==> src/rtl/data_cache.sv <==
// -----------------------------------------------------------------------------
// data_cache
//
// Direct-mapped, write-through, no-write-allocate data cache between the CPU
// memory stage and data memory. One 32-bit word per line. Loads that hit are
// answered combinationally. An aligned load miss costs two stall cycles:
//   - the miss cycle, which latches the word address
//   - the refill cycle, which drives memory and captures mem_rd into the line
// After that the held request hits. Stores always go straight through to
// memory with no stall. A store that hits also patches the resident line.
// Misaligned word loads bypass the line store entirely.
//
// Optional feature macro: DCACHE_STATS_EN
//   defined     -> hit_count / miss_count are live 32-bit wrapping counters
//   not defined -> both counters are tied to zero
//
// Ports
//   clk, rst      clock, synchronous active-high reset
//   addr          CPU byte address
//   wdata         CPU store data
//   re, we        load / store request (store wins when both are high)
//   adtp          0 = word access, 1 = byte access (loads zero-extended)
//   rdata         load data, valid when re=1 and stall=0
//   stall         CPU must hold its request while high
//   mem_a         data memory address
//   mem_wd        data memory write data
//   mem_we        data memory write enable
//   mem_adtp      data memory access type
//   mem_rd        data memory read data (combinational from mem_a)
//   hit_count     load-hit counter
//   miss_count    load-miss counter
// -----------------------------------------------------------------------------
module data_cache #(
    parameter int ADDRESS_WIDTH = 32,
    parameter int DATA_WIDTH    = 32,
    parameter int SETS_LOG2     = 3
) (
    input  logic                     clk,
    input  logic                     rst,
    input  logic [ADDRESS_WIDTH-1:0] addr,
    input  logic [DATA_WIDTH-1:0]    wdata,
    input  logic                     re,
    input  logic                     we,
    input  logic                     adtp,
    output logic [DATA_WIDTH-1:0]    rdata,
    output logic                     stall,
    output logic [ADDRESS_WIDTH-1:0] mem_a,
    output logic [DATA_WIDTH-1:0]    mem_wd,
    output logic                     mem_we,
    output logic                     mem_adtp,
    input  logic [DATA_WIDTH-1:0]    mem_rd,
    output logic [31:0]              hit_count,
    output logic [31:0]              miss_count
);

    localparam int SETS    = 1 << SETS_LOG2;
    localparam int TAG_W   = ADDRESS_WIDTH - SETS_LOG2 - 2;
    localparam int LANES   = DATA_WIDTH / 8;
    localparam int WADDR_W = ADDRESS_WIDTH - 2;

    typedef enum logic [0:0] {
        IDLE   = 1'b0,
        REFILL = 1'b1
    } state_t;

    state_t state_reg, state_next;

    // Address split of the live CPU request
    logic [1:0]           offset;
    logic [SETS_LOG2-1:0] index;
    logic [SETS_LOG2-1:0] index_plus1;
    logic [TAG_W-1:0]     tag;

    assign offset      = addr[1:0];
    assign index       = addr[SETS_LOG2+1:2];
    assign tag         = addr[ADDRESS_WIDTH-1:SETS_LOG2+2];
    // Set holding the word after addr; a misaligned word store spills into it
    assign index_plus1 = index + SETS_LOG2'(1);

    // Line store
    logic [SETS-1:0]      valid_reg;
    logic [TAG_W-1:0]     tag_mem [SETS];
    logic [DATA_WIDTH-1:0] line_word;

    // Word address ({tag,index}) captured on the miss cycle. The refill uses
    // this rather than the live request.
    logic [WADDR_W-1:0]   fill_addr_reg;
    logic [SETS_LOG2-1:0] fill_index;
    logic [TAG_W-1:0]     fill_tag;

    assign fill_index = fill_addr_reg[SETS_LOG2-1:0];
    assign fill_tag   = fill_addr_reg[WADDR_W-1:SETS_LOG2];

    logic       hit;
    logic       aligned;
    logic [7:0] byte_sel;

    assign hit      = valid_reg[index] && (tag_mem[index] == tag);
    assign aligned  = adtp || (offset == 2'b00);
    assign byte_sel = line_word[{offset, 3'b000} +: 8];

    // Line write controls produced by the FSM
    logic [LANES-1:0]      lane_we;
    logic [DATA_WIDTH-1:0] line_wdata;
    logic [SETS_LOG2-1:0]  line_index;
    logic                  tag_we;
    logic                  fill_latch;
    logic                  inval_en;

    // -------------------------------------------------------------------------
    // Next-state and outputs. While rst is high nothing is written and the
    // CPU sees an idle, non-stalling cache even if the FSM is still in REFILL.
    // -------------------------------------------------------------------------
    always_comb begin
        state_next = state_reg;
        stall      = 1'b0;
        rdata      = '0;
        mem_a      = addr;
        mem_wd     = wdata;
        mem_we     = 1'b0;
        mem_adtp   = adtp;
        lane_we    = '0;
        line_wdata = wdata;
        line_index = index;
        tag_we     = 1'b0;
        fill_latch = 1'b0;
        inval_en   = 1'b0;

        if (!rst) begin
            case (state_reg)
                IDLE: begin
                    if (we) begin
                        mem_we = 1'b1;
                        if (aligned && hit) begin
                            if (adtp) begin
                                lane_we[offset] = 1'b1;
                                line_wdata      = {LANES{wdata[7:0]}};
                            end else begin
                                lane_we = '1;
                            end
                        end else if (!aligned) begin
                            inval_en = 1'b1;
                        end
                    end else if (re) begin
                        if (!aligned) begin
                            mem_adtp = 1'b0;
                            rdata    = mem_rd;
                        end else if (hit) begin
                            rdata = adtp ? {{(DATA_WIDTH-8){1'b0}}, byte_sel} : line_word;
                        end else begin
                            stall      = 1'b1;
                            fill_latch = 1'b1;
                            state_next = REFILL;
                        end
                    end
                end
                REFILL: begin
                    stall      = 1'b1;
                    mem_a      = {fill_addr_reg, 2'b00};
                    mem_adtp   = 1'b0;
                    lane_we    = '1;
                    line_wdata = mem_rd;
                    line_index = fill_index;
                    tag_we     = 1'b1;
                    state_next = IDLE;
                end
                default: state_next = IDLE;
            endcase
        end
    end

    always_ff @(posedge clk) begin
        if (rst) begin
            state_reg <= IDLE;
        end else begin
            state_reg <= state_next;
        end
    end

    always_ff @(posedge clk) begin
        if (fill_latch) begin
            fill_addr_reg <= addr[ADDRESS_WIDTH-1:2];
        end
    end

    always_ff @(posedge clk) begin
        if (rst) begin
            valid_reg <= '0;
        end else if (tag_we) begin
            valid_reg[fill_index] <= 1'b1;
        end else if (inval_en) begin
            valid_reg[index]       <= 1'b0;
            valid_reg[index_plus1] <= 1'b0;
        end
    end

    always_ff @(posedge clk) begin
        if (tag_we) begin
            tag_mem[fill_index] <= fill_tag;
        end
    end

    // One byte-wide array per lane so a byte store touches only its own lane
    genvar gi;
    generate
        for (gi = 0; gi < LANES; gi++) begin : g_lane
            logic [7:0] lane_mem [SETS];

            always_ff @(posedge clk) begin
                if (lane_we[gi]) begin
                    lane_mem[line_index] <= line_wdata[gi*8 +: 8];
                end
            end

            assign line_word[gi*8 +: 8] = lane_mem[index];
        end
    endgenerate

`ifdef DCACHE_STATS_EN
    logic        hit_evt;
    logic        miss_evt;
    logic [31:0] hit_count_reg;
    logic [31:0] miss_count_reg;

    // Only IDLE load cycles count. The cycle after a refill is a real hit.
    assign hit_evt  = !rst && (state_reg == IDLE) && re && !we && aligned && hit;
    assign miss_evt = !rst && (state_reg == IDLE) && re && !we && aligned && !hit;

    always_ff @(posedge clk) begin
        if (rst) begin
            hit_count_reg  <= '0;
            miss_count_reg <= '0;
        end else begin
            if (hit_evt) begin
                hit_count_reg <= hit_count_reg + 32'd1;
            end
            if (miss_evt) begin
                miss_count_reg <= miss_count_reg + 32'd1;
            end
        end
    end

    assign hit_count  = hit_count_reg;
    assign miss_count = miss_count_reg;
`else
    assign hit_count  = '0;
    assign miss_count = '0;
`endif

endmodule

==> config.mk <==
export PLATFORM = sky130hd
export DESIGN_NAME = data_cache
export DESIGN_NICKNAME = d
export VERILOG_FILES = /design/src/rtl/data_cache.sv
export SDC_FILE = /design/constraint.sdc
export NUM_CORES = 1
export LEC_CHECK = 0
export BUFFER_PORTS_ARGS = -buffer_cell sky130_fd_sc_hd__buf_2
export CORE_ASPECT_RATIO = 1.1
export CORE_MARGIN = 1
export CORE_UTILIZATION = 52
export CTS_BUF_LIST = sky130_fd_sc_hd__clkbuf_4
export DETAILED_ROUTE_END_ITERATION = 6
export PLACE_DENSITY_LB_ADDON = 0.2
export SYNTH_ARGS = -nofsm -noshare
export SYNTH_HDL_FRONTEND = slang
export SYNTH_SLANG_ARGS = --single-unit
==> constraint.sdc <==
create_clock -name clk -period 7.3 [get_ports clk]
set_input_delay 1.46 -clock clk [delete_from_list [all_inputs] [get_ports clk]]
set_output_delay 1.46 -clock clk [all_outputs]
set_load 0.01 [all_outputs]
# After elaboration in Yosys (flattened, before gate mapping)
# Memories as Yosys holds them, arrays and structs flattened.
# Cells that the tools add are included.
# Widths: inputs -> output; s select.
[op_classes]
n_reduce_logical = 9
multipliers = 0
bitwise = 6
div_mod_pow = 0
eq_ne = 1
mux = 67
n_lt_le_gt_ge = 8
n_addsub = 1
n_shift = 1
[op_table]
columns = ["op", "count"]
rows = [
  ["$mux 32", 13],
  ["$pmux 32 s2", 1],
  ["$mux 1", 36],
  ["$shiftx 32x6->8", 1],
  ["$eq 27x27->1", 1],
  ["$and 8x8->8", 2],
  ["$mux 4", 4],
  ["$mux 8", 2],
  ["$not 8->8", 2],
  ["$lt 3x4->1 const B", 3],
  ["$demux 1 s3", 3],
  ["$ge 3x1->1 const B", 3],
  ["$or 8x8->8", 1],
  ["$pmux 4 s2", 1],
  ["$logic_and 1x1->1", 6],
  ["$mux 3", 2],
  ["$pmux 1 s2", 3],
  ["$add 3x1->3 const B", 1],
  ["$bmux 1 s3", 1],
  ["$lt 2x3->1 const B", 1],
  ["$demux 1 s2", 1],
  ["$ge 2x1->1 const B", 1],
  ["$logic_not 2->1", 1],
  ["$reduce_bool 2->1", 1],
  ["other kinds (2)", 2],
]
[totals]
latchBits = 0
mem_bits_rw = 472
romBits = 0
memories = 5
output_inout_bits = 163
ff_bits = 39
[memory_table]
columns = ["memory", "depth", "word_bits", "rd", "rd_ports_with_merged_regs", "wr", "line_no", "source"]
rows = [
  ["tag_mem", 8, 27, 1, 0, 1, "82", "logic [TAG_W-1:0] tag_mem [SETS];"],
  ["g_lane[0].lane_mem", 8, 8, 1, 0, 1, "207", "logic [7:0] lane_mem [SETS];"],
  ["g_lane[1].lane_mem", 8, 8, 1, 0, 1, "207", ""],
  ["g_lane[2].lane_mem", 8, 8, 1, 0, 1, "207", ""],
  ["g_lane[3].lane_mem", 8, 8, 1, 0, 1, "207", ""],
]

# Depth between registers and ports, before layout
[logic_depth]
word_depth = 11
depth_mapped = 15

# Worst setup path after synthesis
# No wires, ideal clock.
[synth_timing]
path_type = "in2out"
from = "input addr[2]"
to = "output rdata[0]"
required_ns = 5.840
arrival_ns = 4.320
path_buffers = 4
cell_stages = 12
slack_ns = 1.520
cell_sequence = "buf_6 -> buf_2 -> mux2_2 -> o22ai_1 -> nor3_1 -> nor4b_1 -> nand4_1 -> or4_1 -> buf_2 -> or3_1 -> clkbuf_1 -> o21ai_0"
[synth_between]
elab_chain_cells = 9
elab_cells_between_ends = 17
classes_between = "1 x eq/ne; 1 x shift; 9 x mux; 1 x reduce/logical; 5 x memory"
[synth_rtl]
columns = ["element", "line_no", "source"]
rows = [
  ["start: declaration", "40", "input logic [ADDRESS_WIDTH-1:0] addr,"],
  ["$mem_v2 8x8, or another cell as far along", "--", ""],
  ["$shiftx 32x6->8, or another cell as far along", "100", "assign byte_sel = line_word[{offset, 3'b000} +: 8];"],
  ["$mux 32 / $logic_and 1x1->1 (equally long branches)", "149, 98", ""],
  ["$mux 32 (*)", "148", "end else if (hit) begin"],
  ["$mux 32 (*)", "145", "if (!aligned) begin"],
  ["$mux 32 (*)", "144", "end else if (re) begin"],
  ["$mux 32 (*)", "132", "if (we) begin"],
  ["$mux 32 (*)", "130", "case (state_reg)"],
  ["$mux 32 (*)", "129", "if (!rst) begin"],
  ["end: declaration", "45", "output logic [DATA_WIDTH-1:0] rdata,"],
]
# Every way passes the cells marked *; elsewhere a longest branch is shown, timed or not. The select of a mux whose other input is x is not followed.

# Worst setup path after layout
[layout_timing]
from = "input addr[2]"
to = "output rdata[3]"
# The elaborated chain is that of the path after synthesis.

==> results.sh <==
export IMPL_synthXorXnorAreaFrac_pct=0.4829
export IMPL_slowest_delay_ns=0.68
export IMPL_yosys_area_share_simple_pct=8.727
export IMPL_synth_top_family_by_area="simple AND/OR/NAND/NOR gates"
export IMPL_tritoncts_clock_tree="built"
export IMPL_detail_route_wl_per_cell_um=24.18
export IMPL_setup_viol=0
export IMPL_totalNegativeSetupSlack_ns=0
export IMPL_grt_pass1_vias=13610
export IMPL_synth_flop_cell="sky130_fd_sc_hd__edfxtp_1"
export IMPL_crit_path_max_fanout=66
export IMPL_cts_max_path_buffers=3
export IMPL_synth_common_cells="sky130_fd_sc_hd__edfxtp_1, sky130_fd_sc_hd__nand2_1, sky130_fd_sc_hd__nor2_1"
export IMPL_synthesis_area_sq_mm=0.02176
export IMPL_fp_coreArea_sq_mm=0.04128
export IMPL_numPortBuffers=199
export IMPL_drv_slew=0
export IMPL_comb_power_share_pct=7.4
export IMPL_dr_total_vias=14230
export IMPL_grt_first_pass_wirelength_um=84530
export IMPL_holdBufCountCts=0
export IMPL_leakagePower_uw=0.008602
export IMPL_synth_adder_area_share_pct=0.05749
export IMPL_synth_avg_cell_area_sq_um=14.46
export IMPL_crit_type="primary input to output pin"
export IMPL_post_dp_hpwl_um=38040
export IMPL_hold_path_depth=2
export IMPL_final_net_count=1851
export IMPL_cp_cell_sequence="buf_6, buf_12, mux4_2, mux2i_1, xor2_1, nand3_1, nand4b_1, or4_1, or3_1, o21ai_0, buf_2"
export IMPL_regArea_sq_mm=0.01525
export IMPL_syn_instance_count=1505
export IMPL_grt_setup_unrepaired="no"
export IMPL_postRouteWirelength_um=58060
export IMPL_finish_instance_area_sq_mm=0.02452
export IMPL_grt_antenna_before_repair=1
export IMPL_crit_end_element="output pin"
export IMPL_finalHoldWorstSlack_ns=0.5149
export IMPL_grt_max_degree=67
export IMPL_timing_clock_skew_ns=0.05275
export IMPL_dieWidth_um=197.1
export IMPL_vdd_ir_drop_max_mv=0.09941
export IMPL_min_delay_start="valid_reg[6]"
export IMPL_final_instance_count_excl_fill=2401
export IMPL_power_share_switching_pct=23.45
export IMPL_cts_resized_gates=0
export IMPL_cp_num_buf_inv=3
export IMPL_cp_arrival_ns=5.40
export IMPL_layout_drive_gt1_share_pct=29.20
export IMPL_cellInternalPower_uw=4537
export IMPL_total_of_flip_flops_plus_latches_after_synthesis=511
export IMPL_final_core_util_pct=59.39
export IMPL_crit_reg2reg_launch="tag_mem[0][11]"
export IMPL_drt_drc_violations_left=0
export IMPL_dieHeight_um=216.6
export IMPL_final_fill_count=3341
export IMPL_post_synth_top_count_cell="sky130_fd_sc_hd__edfxtp_1"
export IMPL_worst_case_register_to_register_setup_slack_ns=2.70
export IMPL_layout_area_growth_over_synthesis_pct=12.65
export IMPL_required_time_at_the_worst_slack_endpoint_ns=5.84
export IMPL_multiInputGateArea_sq_mm=0.005700
export IMPL_place_gp_congestion=0.9757
export IMPL_drt_pass1_iter_count=7
export IMPL_clk_pin_slew_ns=0.06
export IMPL_count_of_maximum_capacitance_violations=0
export IMPL_r2r_worst_path_cells=8
export IMPL_worst_min_delay_path_class="flop to flop"
export IMPL_rr_endpoint="g_lane[1].lane_mem[1][5]"
export IMPL_root_buffer="sky130_fd_sc_hd__clkbuf_4"
export IMPL_power_density_mw_per_mm2=241.7
export IMPL_cts_sinks=511
export IMPL_switching_power_uw=1390
export IMPL_yosys_area_top_type="sky130_fd_sc_hd__edfxtp_1"
export IMPL_largest_register_ffs=256
export IMPL_overflow=0
export IMPL_yosys_top_cells_area="sky130_fd_sc_hd__edfxtp_1, sky130_fd_sc_hd__mux4_2, sky130_fd_sc_hd__buf_4, sky130_fd_sc_hd__o22ai_1, sky130_fd_sc_hd__nand2_1"
export IMPL_critical_path_top_delay_family="simple AND/OR/NAND/NOR gates"
export IMPL_yosysUniqueCellTypes=51
export IMPL_timing_final_crit_share_pct=94.00
export IMPL_status="completed"
export IMPL_synth_mux_area_fraction_pct=7.767
export IMPL_fp_row_count=78
export IMPL_placed_area_sq_mm=0.02300
export IMPL_cts_post_setup_buffers_inserted=0
export IMPL_htreeDepth=3
export IMPL_timing_final_crit_period_ns=6.862
export IMPL_hold_path_endpoint="valid_reg[6]"
export IMPL_grt_use_total_pct=27.27
export IMPL_ios=264
export IMPL_postSynth_asyncResetShare_pct=0
export IMPL_initial_utilization_pct=52.72
export IMPL_highest_clock_rate_ghz=0.1457
export IMPL_clkPwrFrac_pct=38.0
export IMPL_worst_slew_margin_rel_pct=19.26
export IMPL_synth_edf_count=502
export IMPL_detail_route_iter0_violations=1278
export IMPL_die_footprint_sq_mm=0.04268
export IMPL_crit_path_top_delay_cell="sky130_fd_sc_hd__or4_1"
export IMPL_placedCellCount=2186
export IMPL_ratio_of_routed_vias_to_standard_cells=5.925
export IMPL_startpoint_type="primary input"
export IMPL_detail_route_antenna_nets=0
export IMPL_synth_compound_area_share_pct=7.657
export IMPL_synth_top_cell_area_share_pct=69.26
export IMPL_cts_buffers=121
export IMPL_worst_slew_pin_slew_ns=1.208
export IMPL_seq_area_frac_synth_pct=70.09
export IMPL_hold_viol=0
export IMPL_p_seq_share_pct=54.6
export IMPL_ys_warn_count=0
export IMPL_worst_skew_pair_late_latency_ns=0.86
## layout make-up
type                       instances  share of cell area (%)
sequential                       511                   62.22
multi-input combinational        871                   23.25
clock buffer                     181                   5.542
timing repair buffer             236                   5.374
tap                              560                   2.858
clock inverter                    32                  0.6175
inverter                           8                  0.1225
antenna                            2                 0.02041
## worst max path at each step
stage | from | endpoint | slack (ns) | cells past startpoint
5_1_grt | addr[2] | rdata[3] | 0.19 | 11
6_report | addr[2] | rdata[3] | 0.44 | 11
2_1_floorplan | addr[2] | rdata[0] | 1.52 | 12
3_3_place_gp | addr[2] | rdata[6] | 0.57 | 11
3_5_place_dp | addr[2] | rdata[3] | 0.46 | 11
4_1_cts | addr[2] | rdata[1] | 0.45 | 11
## power groups by stage
stage / logic [uW] / clock network, uW / registers, uW
after CTS: 437 / 2290 / 3240
after global placement: 431 / 0 / 3300
after global routing: 468 / 2420 / 3230
final: 441 / 2250 / 3240
after floorplan: 290 / 0 / 3290
after detailed placement: 435 / 0 / 3300
## logic make-up (layout without fill, tap and decap cells)
kind of cell             after synthesis  in the layout
AO/OA/AOI/OAI                        256            256
XOR/XNOR                              12             12
adder cells (fa/ha/maj)                1              1
buffers and inverters                186            457
flip-flops                           511            511
multiplexers                         115            115
other                                  1             66
AND/OR/NAND/NOR                      423            423
## metrics by stage
step | setup slack (ns) | total power [uW]
after floorplan | 1.520 | 3584
after global placement | 0.5703 | 3729
after detailed placement | 0.4646 | 3734
after CTS | 0.4510 | 5957
after global routing | 0.1930 | 6121
final | 0.4379 | 5926
## cells in the final DEF, fill, tap and decap left out, types with 10 or more instances in the layout
cell type                    n
sky130_fd_sc_hd__o22ai_1   108
sky130_fd_sc_hd__mux4_2     38
sky130_fd_sc_hd__clkinv_1   26
sky130_fd_sc_hd__clkbuf_4  181
sky130_fd_sc_hd__a211oi_1   31
sky130_fd_sc_hd__a22oi_1    11
sky130_fd_sc_hd__buf_2     198
sky130_fd_sc_hd__nor3_1     36
sky130_fd_sc_hd__buf_4      34
sky130_fd_sc_hd__edfxtp_1  502
sky130_fd_sc_hd__nand2_1   160
sky130_fd_sc_hd__o21a_1     10
sky130_fd_sc_hd__conb_1     64
sky130_fd_sc_hd__nor2_1    132
sky130_fd_sc_hd__or3_1      10
sky130_fd_sc_hd__mux2i_1    26
sky130_fd_sc_hd__mux2_2     51
sky130_fd_sc_hd__o221ai_1   17
sky130_fd_sc_hd__a21oi_1    10
sky130_fd_sc_hd__o21ai_0    48
## per-layer routing
metal	wire length, um	global-route usage [%]
met2	28750	45.69
met5	0	0
met1	22290	35.06
met3	5356	5.104
met4	1661	11.14
## worst min-delay path, cell delays in order, from the launching register on
cell	delay (ns)
sky130_fd_sc_hd__dfxtp_1	0.31
sky130_fd_sc_hd__nor2_1	0.10
sky130_fd_sc_hd__a211oi_1	0.05
Power figures use the tool's default switching activity.
